--- src/rtl/pipe_mac.sv ---
// rtl/pipe_mac.sv - 3-stage pipelined multiply-add/subtract with valid/ready stall; PIPE_MAC_SAT_EN selects saturation
module pipe_mac #(
    parameter int AW     = 4,
    parameter int BW     = 4,
    parameter int CW     = 4,
    parameter int YW     = 9,
    parameter int SIGNED = 0
) (
    input  logic          clk,
    input  logic          rst_n,
    input  logic          in_valid,
    output logic          in_ready,
    input  logic [AW-1:0] a,
    input  logic [BW-1:0] b,
    input  logic [CW-1:0] c,
    input  logic          sub,
    output logic          out_valid,
    input  logic          out_ready,
    output logic [YW-1:0] y,
    output logic          ovf
);

    // Internal arithmetic width holds the exact product +/- addend with sign headroom.
    localparam int PW = AW + BW;
    localparam int IW = ((PW > CW) ? PW : CW) + 2;
    // Comparison width covers both the internal result and the output range limits.
    localparam int WW = ((IW > YW) ? IW : YW) + 2;

    localparam logic [WW-1:0] ONE = {{(WW-1){1'b0}}, 1'b1};
    localparam logic signed [WW-1:0] MAXV = (SIGNED != 0) ? $signed((ONE << (YW-1)) - ONE)
                                                          : $signed((ONE << YW) - ONE);
    localparam logic signed [WW-1:0] MINV = (SIGNED != 0) ? $signed(~((ONE << (YW-1)) - ONE))
                                                          : $signed({WW{1'b0}});

    logic          v1, v2, v3;
    logic          rdy1, rdy2, rdy3;

    logic [AW-1:0] a1;
    logic [BW-1:0] b1;
    logic [CW-1:0] c1;
    logic          sub1;

    logic signed [IW-1:0] p2;
    logic signed [IW-1:0] c2;
    logic                 sub2;

    logic signed [IW-1:0] ea, eb, ec, prod, r;
    logic signed [WW-1:0] rw;
    logic                 hi, lo;
    logic [YW-1:0]        y_next;

    // Each stage may advance when downstream can take its item or it holds nothing.
    assign rdy3      = out_ready | ~v3;
    assign rdy2      = rdy3 | ~v2;
    assign rdy1      = rdy2 | ~v1;
    assign in_ready  = rdy1;
    assign out_valid = v3;

    // Operand extension and the two arithmetic steps between the stage registers.
    always_comb begin
        ea     = {{(IW-AW){(SIGNED != 0) & a1[AW-1]}}, a1};
        eb     = {{(IW-BW){(SIGNED != 0) & b1[BW-1]}}, b1};
        ec     = {{(IW-CW){(SIGNED != 0) & c1[CW-1]}}, c1};
        prod   = ea * eb;
        r      = sub2 ? (p2 - c2) : (p2 + c2);
        rw     = {{(WW-IW){r[IW-1]}}, r};
        hi     = (rw > MAXV);
        lo     = (rw < MINV);
`ifdef PIPE_MAC_SAT_EN
        if (hi) begin
            y_next = MAXV[YW-1:0];
        end else if (lo) begin
            y_next = MINV[YW-1:0];
        end else begin
            y_next = rw[YW-1:0];
        end
`else
        y_next = rw[YW-1:0];
`endif
    end

    // Stage 1: capture the raw operands and operation select.
    always_ff @(posedge clk or negedge rst_n) begin
        if (!rst_n) begin
            v1   <= 1'b0;
            a1   <= '0;
            b1   <= '0;
            c1   <= '0;
            sub1 <= 1'b0;
        end else if (rdy1) begin
            v1 <= in_valid;
            if (in_valid) begin
                a1   <= a;
                b1   <= b;
                c1   <= c;
                sub1 <= sub;
            end
        end
    end

    // Stage 2: register the extended product alongside the extended addend.
    always_ff @(posedge clk or negedge rst_n) begin
        if (!rst_n) begin
            v2   <= 1'b0;
            p2   <= '0;
            c2   <= '0;
            sub2 <= 1'b0;
        end else if (rdy2) begin
            v2 <= v1;
            if (v1) begin
                p2   <= prod;
                c2   <= ec;
                sub2 <= sub1;
            end
        end
    end

    // Stage 3: register the final result and its range flag.
    always_ff @(posedge clk or negedge rst_n) begin
        if (!rst_n) begin
            v3  <= 1'b0;
            y   <= '0;
            ovf <= 1'b0;
        end else if (rdy3) begin
            v3 <= v2;
            if (v2) begin
                y   <= y_next;
                ovf <= hi | lo;
            end
        end
    end

endmodule

--- config.mk ---
export PLATFORM = sky130hd
export DESIGN_NAME = pipe_mac
export DESIGN_NICKNAME = d
export VERILOG_FILES = /design/src/rtl/pipe_mac.sv
export SDC_FILE = /design/constraint.sdc
export NUM_CORES = 1
export LEC_CHECK = 0
export ABC_AREA = 0
export CORE_ASPECT_RATIO = 0.5
export CORE_MARGIN = 2
export CORE_UTILIZATION = 50
export CTS_CLUSTER_SIZE = 40
export DETAILED_ROUTE_END_ITERATION = 12
export PLACE_DENSITY = 0.75
export SLEW_MARGIN = 20
export SYNTH_ARGS = -nofsm -noshare
export SYNTH_HDL_FRONTEND = slang
export SYNTH_SLANG_ARGS = --single-unit
--- constraint.sdc ---
create_clock -name clk -period 5.2 [get_ports clk]
set_input_delay 0.52 -clock clk [delete_from_list [all_inputs] [get_ports clk]]
set_output_delay 0.52 -clock clk [all_outputs]
set_load 0.03 [all_outputs]
# Yosys cells after proc, flatten, opt, wreduce, memory -nomap -nowiden
# Index checks and enable logic that the tools add are counted.
[classes]
n_div = 0
n_mul = 1
muxes = 1
shifts = 0
n_lt_le_gt_ge = 2
eq_ne = 0
n_bitwise = 7
n_addsub = 2
n_reduce_logical = 3
[op_table]
columns = ["op", "count"]
rows = [
  ["adder 10 x 5 -> 10 bit", 1],
  ["> comparator 10 bit, second input constant", 1],
  ["less-than comparator 10 x 1 -> 1 bit, second input constant", 1],
  ["two-way mux 10 bit", 1],
  ["subtractor 10 x 5 -> 10 bit", 1],
  ["multiplier 4 x 4 -> 8 bit", 1],
  ["AND reduction 2 bit", 3],
  ["OR 1 bit", 4],
  ["inverter 1 bit", 3],
]
[totals]
rom_bits = 0
latchBits = 0
in_bits = 17
ram_bits = 0
mem_count = 0
out_inout_bits = 12
elab_cells = 28
ff_bits = 41

# Longest topological paths before layout
[depth]
ltp_word = 5
depth_mapped = 11
depth_no_buf = 11

# Least setup slack after synthesis
# No wires, ideal clock.
[synth_path]
path_kind = "reg-to-reg"
startpoint = "reg a1[0]"
endpoint = "reg p2[7]"
arrival_time_ns = 2.543
path_slack_ns = 2.534
synth_period_minus_slack_ns = 2.666
setup_ns = 0.123
path_buffers = 0
path_stages_with_launch = 11
required_ns = 5.077
path_cell_list = "dfrtp_1 -> nand2_1 -> fa_1 -> fa_1 -> inv_1 -> ha_1 -> a21o_1 -> a31o_1 -> a21oi_1 -> xor2_1 -> o21ai_1"
[synth_between]
elab_chain_len = 1
[synth_rtl]
columns = ["item", "line_no", "source"]
rows = [
  ["start: declaration", "38", "logic [AW-1:0] a1;"],
  ["start signal: assignment", "86", "a1 <= '0;"],
  ["start signal: assignment", "93", "a1 <= a;"],
  ["multiplier 4 x 4 -> 8 bit", "64", "prod = ea * eb;"],
  ["end signal: assignment", "111", "p2 <= prod;"],
  ["end: declaration", "43", "logic signed [IW-1:0] p2;"],
]
# No other way between the ends.
# A chain may end at the register's enable or synchronous reset.

# Worst setup path in the final report
[layout_path]
startpoint = "reg a1[0]"
endpoint = "reg p2[6]"
# The elaborated chain is that of the path after synthesis.

==> impl_metrics.env <==
export IMPL_run_status="finished, final reports clean"
export IMPL_fillerInstances=367
export IMPL_dp_hpwl_mm=3.078
export IMPL_worst_slew_pin_slew_ps=841.0
export IMPL_regArea_um2=975.9
export IMPL_finalSetupTns_ps=0
export IMPL_cp_start_kind="register"
export IMPL_drt_iter0_drc=47
export IMPL_synth_xor_area_share_pct=2.609
export IMPL_reg2reg_depth=9
export IMPL_place_gp_congestion=0.8551
export IMPL_yosys_warnings=0
export IMPL_final_cell_mix="dfrtp_1, nand2_1, clkdlybuf4s50_1"
export IMPL_grt_max_degree=40
export IMPL_drc=0
export IMPL_synth_yosys_seq_area_share_pct=41.53
export IMPL_area_delta_synth_final_pct=18.42
export IMPL_path_class="register to register"
export IMPL_viasPerCell=5.386
export IMPL_fin_cells=303
export IMPL_worst_r2r_startpoint="a1[0]"
export IMPL_clkLatencyLatePin_ps=300
export IMPL_synth_nets=260
export IMPL_vdd_drop_max_v=0.0001833
export IMPL_final_common_cell="dfrtp_1"
export IMPL_postCtsHoldBufs=0
export IMPL_final_nets=288
export IMPL_required_ps=5350
export IMPL_ant_nets=0
export IMPL_synthesis_area_um2=2350
export IMPL_timing_fmax_mhz=350.2
export IMPL_antennaDiodeCount=0
export IMPL_hp_class="primary input to async pin"
export IMPL_cp_end_kind="register"
export IMPL_ys_flop_type="dfrtp_1"
export IMPL_initial_core_util_pct=52.61
export IMPL_synthSimpleGateAreaFrac_pct=13.68
export IMPL_drtPass1Iterations=4
export IMPL_multi_input_area_um2=1271
export IMPL_crit_start="a1[0]"
export IMPL_drive_gt1_share_pct=14.63
export IMPL_cts_max_level=2
export IMPL_hold_viol_final=0
export IMPL_rows=17
export IMPL_fp_dieW_um=101.0
export IMPL_syn_inst=217
export IMPL_final_period_utilization_pct=54.91
export IMPL_syn_avg_cell_area_um2=10.83
export IMPL_r2r_end="p2[6]"
export IMPL_wl_mm=4.223
export IMPL_core_region_area_um2=4467
export IMPL_drv_slew=0
export IMPL_io_pin_count=29
export IMPL_post_cts_buffers=0
export IMPL_die_area_um2=5297
export IMPL_timing_slew_headroom_pct=43.93
export IMPL_cts_buffer_depth=2
export IMPL_muxShareOfSynthArea_pct=10.49
export IMPL_synth_top_family_by_area="adder cells"
export IMPL_ys_types=38
export IMPL_finalCriticalPeriod_ps=2856
export IMPL_ys_seq_elements=39
export IMPL_grt_antenna_before_repair=0
export IMPL_clock_skew_ps=11.45
export IMPL_async_reset_ff_share_pct=100.0
export IMPL_die_h_um=52.48
export IMPL_leakage_nw=1.264
export IMPL_cts_tree="built"
export IMPL_synth_edff_count=0
export IMPL_cap_violations=0
export IMPL_p_per_area_nw_per_um2=517.9
export IMPL_reg2reg_slack_ps=2340
export IMPL_cts_made_buffers=5
export IMPL_grt_first_pass_wirelength_mm=7.389
export IMPL_wire_per_inst_um=13.94
export IMPL_crit_arrival_ps=3010
export IMPL_dr_total_vias=1632
export IMPL_grt_usage_pct=18.56
export IMPL_dp_cells=295
export IMPL_first_global_vias=1626
export IMPL_cts_sinks=39
export IMPL_synth_fa_ha_area_share_pct=15.76
export IMPL_portBuffers=28
export IMPL_cts_root_buffer="clkbuf_8"
export IMPL_crit_path_end="p2[6]"
export IMPL_cp_max_fo=5
export IMPL_clk_pin_slew_ps=70
export IMPL_fin_util_pct=62.30
export IMPL_cts_resized=0
export IMPL_rsz0062_at_grt="no"
export IMPL_synth_compound_area_share_pct=11.55
export IMPL_grt_ovfl_total=0
export IMPL_finalSetupViolations=0
synth_stat cells, types with 4 or more instances:
library cell / count / share of area (%)
and2_1: 8 / 2.1
o21a_1: 5 / 1.6
dfrtp_1: 39 / 42
nand2b_1: 5 / 1.3
nor3_1: 5 / 1.1
nand3_1: 4 / 0.85
a21oi_1: 5 / 1.1
mux2_2: 21 / 10
fa_1: 6 / 5.1
o21ai_1: 5 / 1.1
nand2_1: 29 / 4.6
xor2_1: 5 / 1.9
inv_1: 14 / 2.2
o21ai_0: 8 / 1.7
ha_1: 20 / 11
nor2_1: 4 / 0.64
worst min path at each step:
stage	from	endpoint	slack, ps	cells past startpoint
after floorplan	rst_n	a1[0]	220	0
after global placement	v1	v2	460	1
after detailed placement	y[8]	y[8]	470	2
after CTS	rst_n	sub1	350	1
after global routing	rst_n	sub1	390	1
final	rst_n	a1[3]	320	1
report_power, final:
part           internal (mW)  switching [mW]  leakage, nW
combinational          0.306           0.343        0.731
sequential             0.391          0.0973        0.469
clock                  0.191           0.112       0.0644
total                  0.888           0.553         1.26
metal layers:
metal / vias to the layer above / global-route usage [%] / wire length (µm)
li1: 799 / - / -
met1: 774 / 22.45 / 1982
met2: 51 / 31.89 / 1913
met3: 8 / 4.533 / 238
met4: 0 / 8.784 / 89
met5: - / 0 / 0
flip-flops by register name, indices dropped and copies added (netlist names):
signal,count
v2,1
y,9
ovf,1
out_valid,1
b1,4
sub2,1
a1,4
v1,1
sub1,1
c1,4
c2,4
p2,8
kinds of logic after synthesis:
kind of cell / after synthesis
AND/OR/NAND/NOR: 63
flip-flops: 39
XOR/XNOR: 7
buffers and inverters: 21
AO/OA/AOI/OAI: 39
adder cells (fa/ha/maj): 26
multiplexers: 22
area by class of cell:
| class | instances | area share [%] |
|---|---|---|
| clock buffer | 5 | 2.473 |
| timing repair buffer | 28 | 9.892 |
| inverter | 14 | 1.888 |
| tap | 57 | 2.563 |
| clock inverter | 3 | 2.428 |
| sequential | 39 | 35.07 |
| multi-input combinational | 157 | 45.68 |
per-stage QoR:
step	setup slack, ps	total power, mW	hold slack (ps)	cell area, µm²
after global placement	2440	1.108	464.2	2646
after floorplan	2534	0.9666	224.4	2350
after detailed placement	2337	1.138	473.6	2646
after global routing	2221	1.549	387.4	2783
final	2344	1.441	319.8	2783
after CTS	2325	1.452	346.6	2783
critical path, cell delays in order (launching register included):
cell and delay [ps]:
dfrtp_1 400, nand2_1 100, fa_1 510, fa_1 540, inv_1 70, fa_1 460
a21o_1 200, a21oi_1 190, xor2_1 170, o21ai_0 80
(Power assumes the default switching activity.)
